--- config.mk ---
export PLATFORM = sky130hd
export DESIGN_NAME = fp_normalize_round_flat
export DESIGN_NICKNAME = d
export VERILOG_FILES = /design/src/rtl/fp_pkg.sv /design/src/rtl/fp_normalize_round_if.sv /design/src/rtl/fp_round.sv /design/src/rtl/fp_normalize_round.sv /design/src/flat_wrapper.sv
export SDC_FILE = /design/constraint.sdc
export NUM_CORES = 1
export LEC_CHECK = 0
export ABC_AREA = 1
export BUFFER_PORTS_ARGS = -buffer_cell sky130_fd_sc_hd__buf_4
export CAP_MARGIN = 40
export CORE_MARGIN = 4
export CORE_UTILIZATION = 55
export DETAILED_ROUTE_END_ITERATION = 7
export PLACE_DENSITY = 0.77
export SYNTH_ARGS = -nofsm -noshare
export SYNTH_HDL_FRONTEND = slang
export SYNTH_SLANG_ARGS = --single-unit
--- constraint.sdc ---
create_clock -name clk -period 3.57 [get_ports clk]
set_clock_uncertainty 0.05 [all_clocks]
set_input_delay 0.714 -clock clk [delete_from_list [all_inputs] [get_ports clk]]
set_output_delay 0.714 -clock clk [all_outputs]
set_load 0.03 [all_outputs]
--- src/rtl/fp_pkg.sv ---
// Shared single-precision constants and types for the FP adder normalize/round path.
package fp_pkg;

  localparam int SizeMantissa = 23;
  localparam int SizeExponent = 8;
  localparam int ExpBias      = 127;
  localparam int ExpMax       = (1 << SizeExponent) - 1;
  localparam int ExpWidth     = SizeExponent + 2;
  localparam int ShiftWidth   = $clog2(SizeMantissa + 1);

  localparam logic [ExpWidth-1:0] ExpMaxExt = ExpWidth'(ExpMax);

  typedef struct packed {
    logic                    sign;
    logic [SizeExponent-1:0] exponent;
    logic [SizeMantissa-1:0] fraction;
  } fp_result_t;

  // Normalized beat held between the two pipeline stages; exponent is two's complement.
  typedef struct packed {
    logic                    sign;
    logic [ExpWidth-1:0]     exponent;
    logic [SizeMantissa-1:0] fraction;
    logic                    guard;
    logic                    sticky;
    logic                    zero;
    logic                    flush;
  } norm_t;

  typedef enum logic [1:0] {
    NormPass,
    NormCarry,
    NormLeft,
    NormZero
  } norm_case_t;

endpackage

--- src/rtl/fp_normalize_round_if.sv ---
// Beat-in / result-out handshake bundle of the normalize/round stage.
interface fp_normalize_round_if;
  import fp_pkg::*;

  logic                      valid_i;
  logic                      ready_o;
  logic                      sign_i;
  logic [SizeExponent-1:0]   exponent_i;
  logic [SizeMantissa+1:0]   mantissa_i;
  logic                      guard_i;
  logic                      sticky_i;
  logic [ShiftWidth-1:0]     shift_i;
  logic                      valid_o;
  logic                      ready_i;
  fp_result_t                result_o;
  logic                      overflow_o;
  logic                      underflow_o;
  logic                      inexact_o;

  modport master (
    output valid_i, sign_i, exponent_i, mantissa_i, guard_i, sticky_i, shift_i, ready_i,
    input  ready_o, valid_o, result_o, overflow_o, underflow_o, inexact_o
  );

  modport slave (
    input  valid_i, sign_i, exponent_i, mantissa_i, guard_i, sticky_i, shift_i, ready_i,
    output ready_o, valid_o, result_o, overflow_o, underflow_o, inexact_o
  );

endinterface

--- src/rtl/fp_round.sv ---
// Round-to-nearest-even on a normalized beat, with renormalization and overflow to infinity.
module fp_round
  import fp_pkg::*;
(
  input  norm_t      norm,
  output fp_result_t result,
  output logic       overflow,
  output logic       underflow,
  output logic       inexact
);

  logic                    round_up;
  logic                    carry;
  logic [SizeMantissa-1:0] fraction;
  logic [ExpWidth-1:0]     exponent;

  always_comb begin
    round_up = norm.guard & (norm.sticky | norm.fraction[0]);
    // Carry out of the fraction means the significand reached 2.0; fraction is already zero.
    {carry, fraction} = {1'b0, norm.fraction} + (SizeMantissa + 1)'(round_up);
    exponent = norm.exponent + ExpWidth'(carry);

    result    = '0;
    overflow  = 1'b0;
    underflow = 1'b0;
    inexact   = 1'b0;

    if (!norm.zero) begin
      if (norm.flush) begin
        result.sign = norm.sign;
        underflow   = 1'b1;
        inexact     = 1'b1;
      end else if (!exponent[ExpWidth-1] && (exponent >= ExpMaxExt)) begin
        result.sign     = norm.sign;
        result.exponent = '1;
        overflow        = 1'b1;
        inexact         = 1'b1;
      end else begin
        result.sign     = norm.sign;
        result.exponent = exponent[SizeExponent-1:0];
        result.fraction = fraction;
        inexact         = norm.guard | norm.sticky;
      end
    end
  end

endmodule

--- src/rtl/fp_normalize_round.sv ---
// Two-stage post-add pipeline: normalize (stage 1) then RNE round and pack (stage 2).
module fp_normalize_round
  import fp_pkg::*;
(
  input logic                 clk,
  input logic                 reset,
  fp_normalize_round_if.slave bus
);

  logic                s1_valid;
  logic                s2_valid;
  logic                s1_load;
  logic                s2_load;
  norm_case_t          norm_case;
  logic [ExpWidth-1:0] exp_ext;
  norm_t               norm_d;
  norm_t               norm_q;
  fp_result_t          round_result;
  logic                round_ovf;
  logic                round_unf;
  logic                round_inx;
  fp_result_t          result_q;
  logic                ovf_q;
  logic                unf_q;
  logic                inx_q;

  assign bus.ready_o = ~s1_valid | ~s2_valid | bus.ready_i;
  assign s1_load     = bus.valid_i & bus.ready_o;
  assign s2_load     = s1_valid & (~s2_valid | bus.ready_i);

  always_comb begin
    exp_ext   = {2'b00, bus.exponent_i};
    norm_case = NormLeft;
    if ((bus.mantissa_i == '0) && !bus.guard_i && !bus.sticky_i) begin
      norm_case = NormZero;
    end else if (bus.mantissa_i[SizeMantissa+1]) begin
      norm_case = NormCarry;
    end else if (bus.shift_i == '0) begin
      norm_case = NormPass;
    end

    norm_d          = '0;
    norm_d.sign     = bus.sign_i;
    norm_d.exponent = exp_ext;
    norm_d.fraction = bus.mantissa_i[SizeMantissa-1:0];
    norm_d.guard    = bus.guard_i;
    norm_d.sticky   = bus.sticky_i;

    unique case (norm_case)
      NormCarry: begin
        norm_d.fraction = bus.mantissa_i[SizeMantissa:1];
        norm_d.exponent = exp_ext + ExpWidth'(1);
        norm_d.guard    = bus.mantissa_i[0];
        norm_d.sticky   = bus.guard_i | bus.sticky_i;
      end
      NormLeft: begin
        // Hidden bit is clear here, so the new hidden bit comes from the shifted fraction.
        norm_d.fraction = (bus.mantissa_i[SizeMantissa-1:0] << bus.shift_i)
                        | (SizeMantissa'(bus.guard_i) << (bus.shift_i - ShiftWidth'(1)));
        norm_d.exponent = exp_ext - ExpWidth'(bus.shift_i);
        norm_d.guard    = 1'b0;
        norm_d.sticky   = bus.sticky_i;
      end
      NormZero: begin
        norm_d.zero = 1'b1;
        norm_d.sign = 1'b0;
      end
      default: ;
    endcase

    norm_d.flush = !norm_d.zero
                 && (norm_d.exponent[ExpWidth-1] || (norm_d.exponent == '0));
  end

  fp_round u_round (
    .norm      (norm_q),
    .result    (round_result),
    .overflow  (round_ovf),
    .underflow (round_unf),
    .inexact   (round_inx)
  );

  always_ff @(posedge clk) begin
    if (reset) begin
      s1_valid <= 1'b0;
      s2_valid <= 1'b0;
      norm_q   <= '0;
      result_q <= '0;
      ovf_q    <= 1'b0;
      unf_q    <= 1'b0;
      inx_q    <= 1'b0;
    end else begin
      s1_valid <= s1_load | (s1_valid & ~s2_load);
      s2_valid <= s2_load | (s2_valid & ~bus.ready_i);
      if (s1_load) begin
        norm_q <= norm_d;
      end
      if (s2_load) begin
        result_q <= round_result;
        ovf_q    <= round_ovf;
        unf_q    <= round_unf;
        inx_q    <= round_inx;
      end
    end
  end

  assign bus.valid_o     = s2_valid;
  assign bus.result_o    = result_q;
  assign bus.overflow_o  = ovf_q;
  assign bus.underflow_o = unf_q;
  assign bus.inexact_o   = inx_q;

endmodule
--- src/flat_wrapper.sv ---
// flat-port wrapper written by rule: the top's interface ports become plain ports
module fp_normalize_round_flat import fp_pkg::*;
  (clk, reset, bus_valid_i, bus_sign_i, bus_exponent_i, bus_mantissa_i, bus_guard_i, bus_sticky_i, bus_shift_i, bus_ready_i, bus_ready_o, bus_valid_o, bus_result_o, bus_overflow_o, bus_underflow_o, bus_inexact_o);
  fp_normalize_round_if bus_i ();
  input logic clk;
  input logic reset;
  input wire logic [$bits(bus_i.valid_i)-1:0] bus_valid_i;
  input wire logic [$bits(bus_i.sign_i)-1:0] bus_sign_i;
  input wire logic [$bits(bus_i.exponent_i)-1:0] bus_exponent_i;
  input wire logic [$bits(bus_i.mantissa_i)-1:0] bus_mantissa_i;
  input wire logic [$bits(bus_i.guard_i)-1:0] bus_guard_i;
  input wire logic [$bits(bus_i.sticky_i)-1:0] bus_sticky_i;
  input wire logic [$bits(bus_i.shift_i)-1:0] bus_shift_i;
  input wire logic [$bits(bus_i.ready_i)-1:0] bus_ready_i;
  output wire logic [$bits(bus_i.ready_o)-1:0] bus_ready_o;
  output wire logic [$bits(bus_i.valid_o)-1:0] bus_valid_o;
  output wire logic [$bits(bus_i.result_o)-1:0] bus_result_o;
  output wire logic [$bits(bus_i.overflow_o)-1:0] bus_overflow_o;
  output wire logic [$bits(bus_i.underflow_o)-1:0] bus_underflow_o;
  output wire logic [$bits(bus_i.inexact_o)-1:0] bus_inexact_o;
  assign bus_i.valid_i = bus_valid_i;
  assign bus_i.sign_i = bus_sign_i;
  assign bus_i.exponent_i = bus_exponent_i;
  assign bus_i.mantissa_i = bus_mantissa_i;
  assign bus_i.guard_i = bus_guard_i;
  assign bus_i.sticky_i = bus_sticky_i;
  assign bus_i.shift_i = bus_shift_i;
  assign bus_i.ready_i = bus_ready_i;
  assign bus_ready_o = bus_i.ready_o;
  assign bus_valid_o = bus_i.valid_o;
  assign bus_result_o = bus_i.result_o;
  assign bus_overflow_o = bus_i.overflow_o;
  assign bus_underflow_o = bus_i.underflow_o;
  assign bus_inexact_o = bus_i.inexact_o;
  fp_normalize_round u_core (.clk(clk), .reset(reset), .bus(bus_i));
endmodule
* Word level (Yosys, flattened, before mapping) *
Index checks and enable logic that the tools add are counted.

storage, ports and cells
  register bits = 75
  output and inout bits = 37
  logic and storage cells = 74
  input bits = 45

cells by class
  add/sub/neg operators = 5
  bitwise logic cells = 18
  muxes and demuxes = 18
  equal/unequal tests = 3
  reductions and logical operators = 12
  $lt $le $gt $ge = 1
  shift-type cells = 2

operator list
  operator             count
  $pmux 35 s2          1
  $mux 32              1
  $mux 31              1
  $logic_not 25->1     1
  $add 23x1->24        1
  $mux 23              1
  $or 23x23->23        1
  $shl 1x5->23         1
  $shl 23x5->23        1
  $add 10x1->10        1
  $ge 10x8->1 const B  1
  $logic_not 10->1     1
  $mux 1               10
  $add 8x1->9 const B  1
  $sub 8x5->9          1
  $mux 8               1
  $or 1x1->1           8
  $mux 2               3
  $and 1x1->1          5
  $logic_not 5->1      1
  $sub 5x1->5 const B  1
  $eq 2x2->1 const B   2
  $logic_and 1x1->1    4
  $logic_not 1->1      4
  3 further kinds      6

* Depth between registers and ports, before layout *
  word-level depth = 9
  gate-level depth with buffers = 24
  gate-level depth less buffers = 23

* Cells and area by module *
From an unflattened synthesis, not the netlist that was laid out.

second synthesis, totals
  cell total of the unflattened synthesis = 1048
  area total of the unflattened synthesis = 6223.5 µm²

modules (own cells, without submodules)
  module              sequential area each (µm²)  cells an instance  times used  area an instance (µm²)
  fp_normalize_round  1501.4                      840                1           5185.0
  fp_round            0.0                         208                1           1038.5

* Worst setup path before layout *
No wires, ideal clock.

  path type = register -> register
  start = reg u_core.norm_q[4] (netlist bit)
  end = reg u_core.result_q (netlist bit u_core.bus.result_o[12])
  stages on the path, launching flop included = 24
  clock period less this slack = 3248 ps
  path buffers = 1
  required time = 3386 ps
  setup time = 134 ps
  arrival time = 3065 ps
  path slack = 322 ps
  cell sequence = dfxtp_1 > nor2_1 > nor2_1 > ha_1 > nand3_2 > nor2_4 > nand3_4 > nor3_4 > nand2_2 > nor2_4 > nand2_2 > nor4_1 > ha_1 > nand3_1 > or2_1 > xor2_1 > nand2_1 > o21ai_1 > nand2_2 > nand2_2 > inv_2 > buf_6 > o211ai_1 > a21oi_1

on the way
  word-level cells in the longest chain between the ends = 9
  elaborated cells on any way between the ends = 10
  those cells by class = 2 x add/sub; 1 x order compare; 3 x mux; 2 x bitwise; 2 x reduce/logical

RTL lines
  item                                            RTL line                  text
  start: declaration                              fp_normalize_round.sv:17  norm_t norm_q;
  start signal: assignment                        fp_normalize_round.sv:96  norm_q <= norm_d;
  $or 1x1->1                                      fp_round.sv:18            round_up = norm.guard & (norm.sticky | norm.fraction[0]);
  $and 1x1->1                                     fp_round.sv:18
  $add 23x1->24 (*)                               fp_round.sv:20            {carry, fraction} = {1'b0, norm.fraction} + (SizeMantissa + 1)'(round_up);
  $add 10x1->10                                   fp_round.sv:21            exponent = norm.exponent + ExpWidth'(carry);
  $ge 10x8->1 or $logic_not 1->1 (tied branches)  fp_round.sv:33            end else if (!exponent[ExpWidth-1] && (exponent >= ExpMaxExt)) begin
  $logic_and 1x1->1                               fp_round.sv:33
  $mux 23 (*)                                     fp_round.sv:33
  $mux 31 (*)                                     fp_round.sv:29            if (norm.flush) begin
  $mux 32 (*)                                     fp_round.sv:28            if (!norm.zero) begin
  end signal: assignment                          fp_normalize_round.sv:99  result_q <= round_result;
  end: declaration                                fp_normalize_round.sv:22  fp_result_t result_q;

Every way passes the cells marked *; elsewhere a longest branch is shown, timed or not.
A chain may end at the register's enable or synchronous reset.

* Worst setup path in the final report *
  start = reg u_core.norm_q[4] (netlist bit)
  end = reg u_core.result_q (netlist bit u_core.bus.result_o[0])

Same word-level chain as after synthesis.

==> impl_metrics.tcl <==
set metrics [dict create \
    final_cell_mix "nand2_1 (239), buf_4 (102), o21ai_0 (93), inv_1 (92), nor2_1 (76)" \
    rsz0062_at_grt "yes" \
    finalHoldViolations 0 \
    grtUsageTotal 0.278 \
    cp_max_fo 5 \
    netlist_top_cells_area "dfxtp_1 (26%), nand2_1 (16%), o21ai_0 (8.1%)" \
    worstReg2RegStart "u_core.norm_q[4]" \
    failed_checks "setup timing" \
    grt_pass1_wl_um 26800 \
    postSynthCellCount 937 \
    vdd_ir_drop_max_mv 0.225 \
    cts_hold_buf 0 \
    wire_per_inst_um 15.0 \
    seq_area_mm2 0.00151 \
    fp-row-count 37 \
    die_x_um 110 \
    synth_ff_type "dfxtp_1" \
    cts_buffers 9 \
    postRouteAntennaNets 0 \
    drc_errors 0 \
    hold_depth 2 \
    grt_max_degree 51 \
    wl_um 17200 \
    min_from "u_core.bus.result_o[19]" \
    status "finished, violations left" \
    core_mm2 0.0102 \
    multiInputGateArea_mm2 0.00377 \
    critical_path_arrival_ns 3.75 \
    initial_utilization 0.562 \
    cp.required_ns 3.73 \
    r2r-end "u_core.bus.result_o[0]" \
    finalNetCount 1063 \
    synth_edf_count 0 \
    yosysSeqAreaShare 0.261 \
    dp_hpwl_um 12900 \
    fillers 990 \
    hold_class "flip-flop to flip-flop" \
    fmax_ghz 0.278 \
    num_io_pins 82 \
    syn_area_per_cell_um2 6.14 \
    critPathLaunchType "flip-flop" \
    cp_top_family "simple AND/OR/NAND/NOR gates" \
    syn2layout_area_growth_pct 18.5 \
    maxSlewViolCount 0 \
    synth.ff_latch_count 75 \
    grt_overflow 0 \
    max-slew-margin-rel 0.465 \
    cp_slowest_cell "dfxtp_2" \
    p_per_area_mw_per_mm2 302 \
    dp.cells 1123 \
    crit_path_end_kind "flip-flop" \
    gp_congestion 0.981 \
    die_h_um 110 \
    setup_violations 14 \
    p_leak_nw 3.10 \
    ff2ff_path_depth 26 \
    worst_slack_ns -0.0208 \
    worst_pin_slew_ns 0.801 \
    vias 6375 \
    clkTransAtPathRegs_ns 0.07 \
    htree_num_levels 3 \
    netlist.area_leader.share 0.261 \
    cap_violations 0 \
    viasPerCell 5.57 \
    min_period_ns 3.59 \
    cp_common_cell "buf_4" \
    final_common_cell "nand2_1" \
    yosys_warnings 0 \
    cts_sinks 75 \
    finalCritPeriodShare 1.01 \
    post_dp_cell_area_mm2 0.00645 \
    path_class "flip-flop to flip-flop" \
    drive_gt1_frac 0.186 \
    io_buffers 81 \
    syn_area_mm2 0.00575 \
    holdPathEnd "u_core.bus.result_o[19]" \
    clkLatencyLatePin_ns 0.35 \
    crit_buf_inv 5 \
    antenna_found_initial 0 \
    yosys.area.top_type "dfxtp_1" \
    clk_path_buf_depth 2 \
    n_antenna_cell 0 \
    die_area_mm2 0.0122 \
    cp_slowest_stage_delay_ns 0.35 \
    finalPower_mw 2.06 \
    grt_pass1_vias 5436 \
    syn_nets 994 \
    regToRegSetupSlack_ns -0.02 \
    cts_root_buf "clkbuf_8" \
    fin_area_mm2 0.00681 \
    async_reset_ff_frac 0 \
    drtPass1Iterations 5 \
    drt_iter0_drc 503 \
    synth_cell_types 54 \
    cts_tree "built" \
    finalNonFillerCells 1144 \
]
==> per-layer routing <==
| layer | track usage | part of all wire |
|---|---|---|
| met1 | 0.402 | 0.46 |
| met2 | 0.427 | 0.45 |
| met3 | 0.0204 | 0.069 |
| met4 | 0.114 | 0.026 |
| met5 | 0 | 0 |
==> worst register-to-register path, cell delays in order, from the launching register on <==
cell     delay [ns]
dfxtp_2        0.35
nor2_1         0.04
nor2_1         0.11
ha_2           0.23
nand3_4        0.10
nor2_4         0.15
nand3_4        0.10
nor3_4         0.23
nand2_2        0.12
nor2_4         0.16
nand2_4        0.08
nor4_4         0.20
buf_4          0.17
ha_4           0.13
buf_4          0.11
xnor2_2        0.06
inv_2          0.08
nand3_2        0.07
nor3_2         0.19
nand2_1        0.09
o21ai_2        0.15
nand2_2        0.09
nand2_4        0.08
inv_4          0.05
buf_4          0.15
nand2_1        0.07
a21oi_1        0.07
==> sequential cells by signal, indices dropped and copies added (netlist names) <==
| signal | flops |
|---|---|
| u_core.s1_valid | 1 |
| u_core.bus.result_o | 32 |
| u_core.bus.inexact_o | 1 |
| u_core.norm_q | 38 |
| u_core.bus.overflow_o | 1 |
| u_core.bus.valid_o | 1 |
| u_core.bus.underflow_o | 1 |
==> where the power goes <==
part	total (mW)	internal (mW)	switching [mW]
combinational	0.595	0.210	0.385
sequential	0.930	0.886	0.0446
clock	0.532	0.261	0.272
total	2.06	1.36	0.702
==> layout make-up <==
class | count | area share
well taps | 136 | 0.0250
multi-input cells | 710 | 0.554
flip-flops and latches | 75 | 0.221
inverters | 106 | 0.0592
clock buffers | 13 | 0.0219
repair buffers | 104 | 0.119
==> cell families after synthesis <==
family          count (synthesis)  synth area share
flops                          75             0.261
buf+inv                       152             0.105
compound gates                242             0.242
xor+xnor                       12            0.0229
fa+ha+maj                      12            0.0274
simple gates                  444             0.342
==> cells in the mapped netlist (2+ instances only) <==
cell type,instances
or2_2,4
a31oi_1,16
nand2_1,243
o221ai_1,11
inv_1,94
nand3_2,2
nand2_2,8
o21ai_0,93
xor2_1,8
nand4_1,4
inv_2,11
nor3_1,7
nor2_1,78
nand3_1,75
clkbuf_1,31
nand3b_1,4
a221oi_1,2
nand2_4,2
dfxtp_1,75
buf_4,3
ha_1,11
buf_2,8
nor2_2,4
o21bai_2,2
o211ai_1,16
xnor2_1,2
buf_1,2
nor4_1,2
a21oi_1,75
o22ai_1,7
o21ai_1,5
a22oi_1,6
nor2_4,5
==> timing repair <==
item	CTS	global route
setup buffers	0	7
hold endpoints to repair	0	0
resized for setup	0	31
setup endpoints to repair	0	33
==> through the flow <==
| step | TNS (ns) | utilization | worst slack [ns] | hold WS [ns] |
|---|---|---|---|---|
| final | -0.150 | 0.666 | -0.0208 | 0.414 |
| after global routing | -7.15 | 0.666 | -0.259 | 0.433 |
| after CTS | 0 | 0.645 | 0.0105 | 0.418 |
| after detailed placement | 0 | 0.631 | 0.0327 | 0.407 |
| after global placement | 0 | 0.631 | 0.128 | 0.404 |
| after floorplan | 0 | - | 0.322 | 0.389 |
==> worst max path at each step <==
| stage | startpoint | endpoint | slack, ns | cells after the start |
|---|---|---|---|---|
| floorplan | u_core.norm_q[4] | u_core.bus.result_o[12] | 0.32 | 23 |
| global placement | u_core.norm_q[4] | u_core.bus.result_o[12] | 0.13 | 24 |
| detailed placement | u_core.norm_q[3] | u_core.bus.result_o[12] | 0.03 | 24 |
| CTS | u_core.norm_q[4] | u_core.bus.result_o[12] | 0.01 | 24 |
| global route | u_core.norm_q[4] | u_core.bus.result_o[12] | -0.26 | 26 |
| finish | u_core.norm_q[4] | u_core.bus.result_o[0] | -0.02 | 26 |
Note: power is estimated with default switching activity, not from simulation.
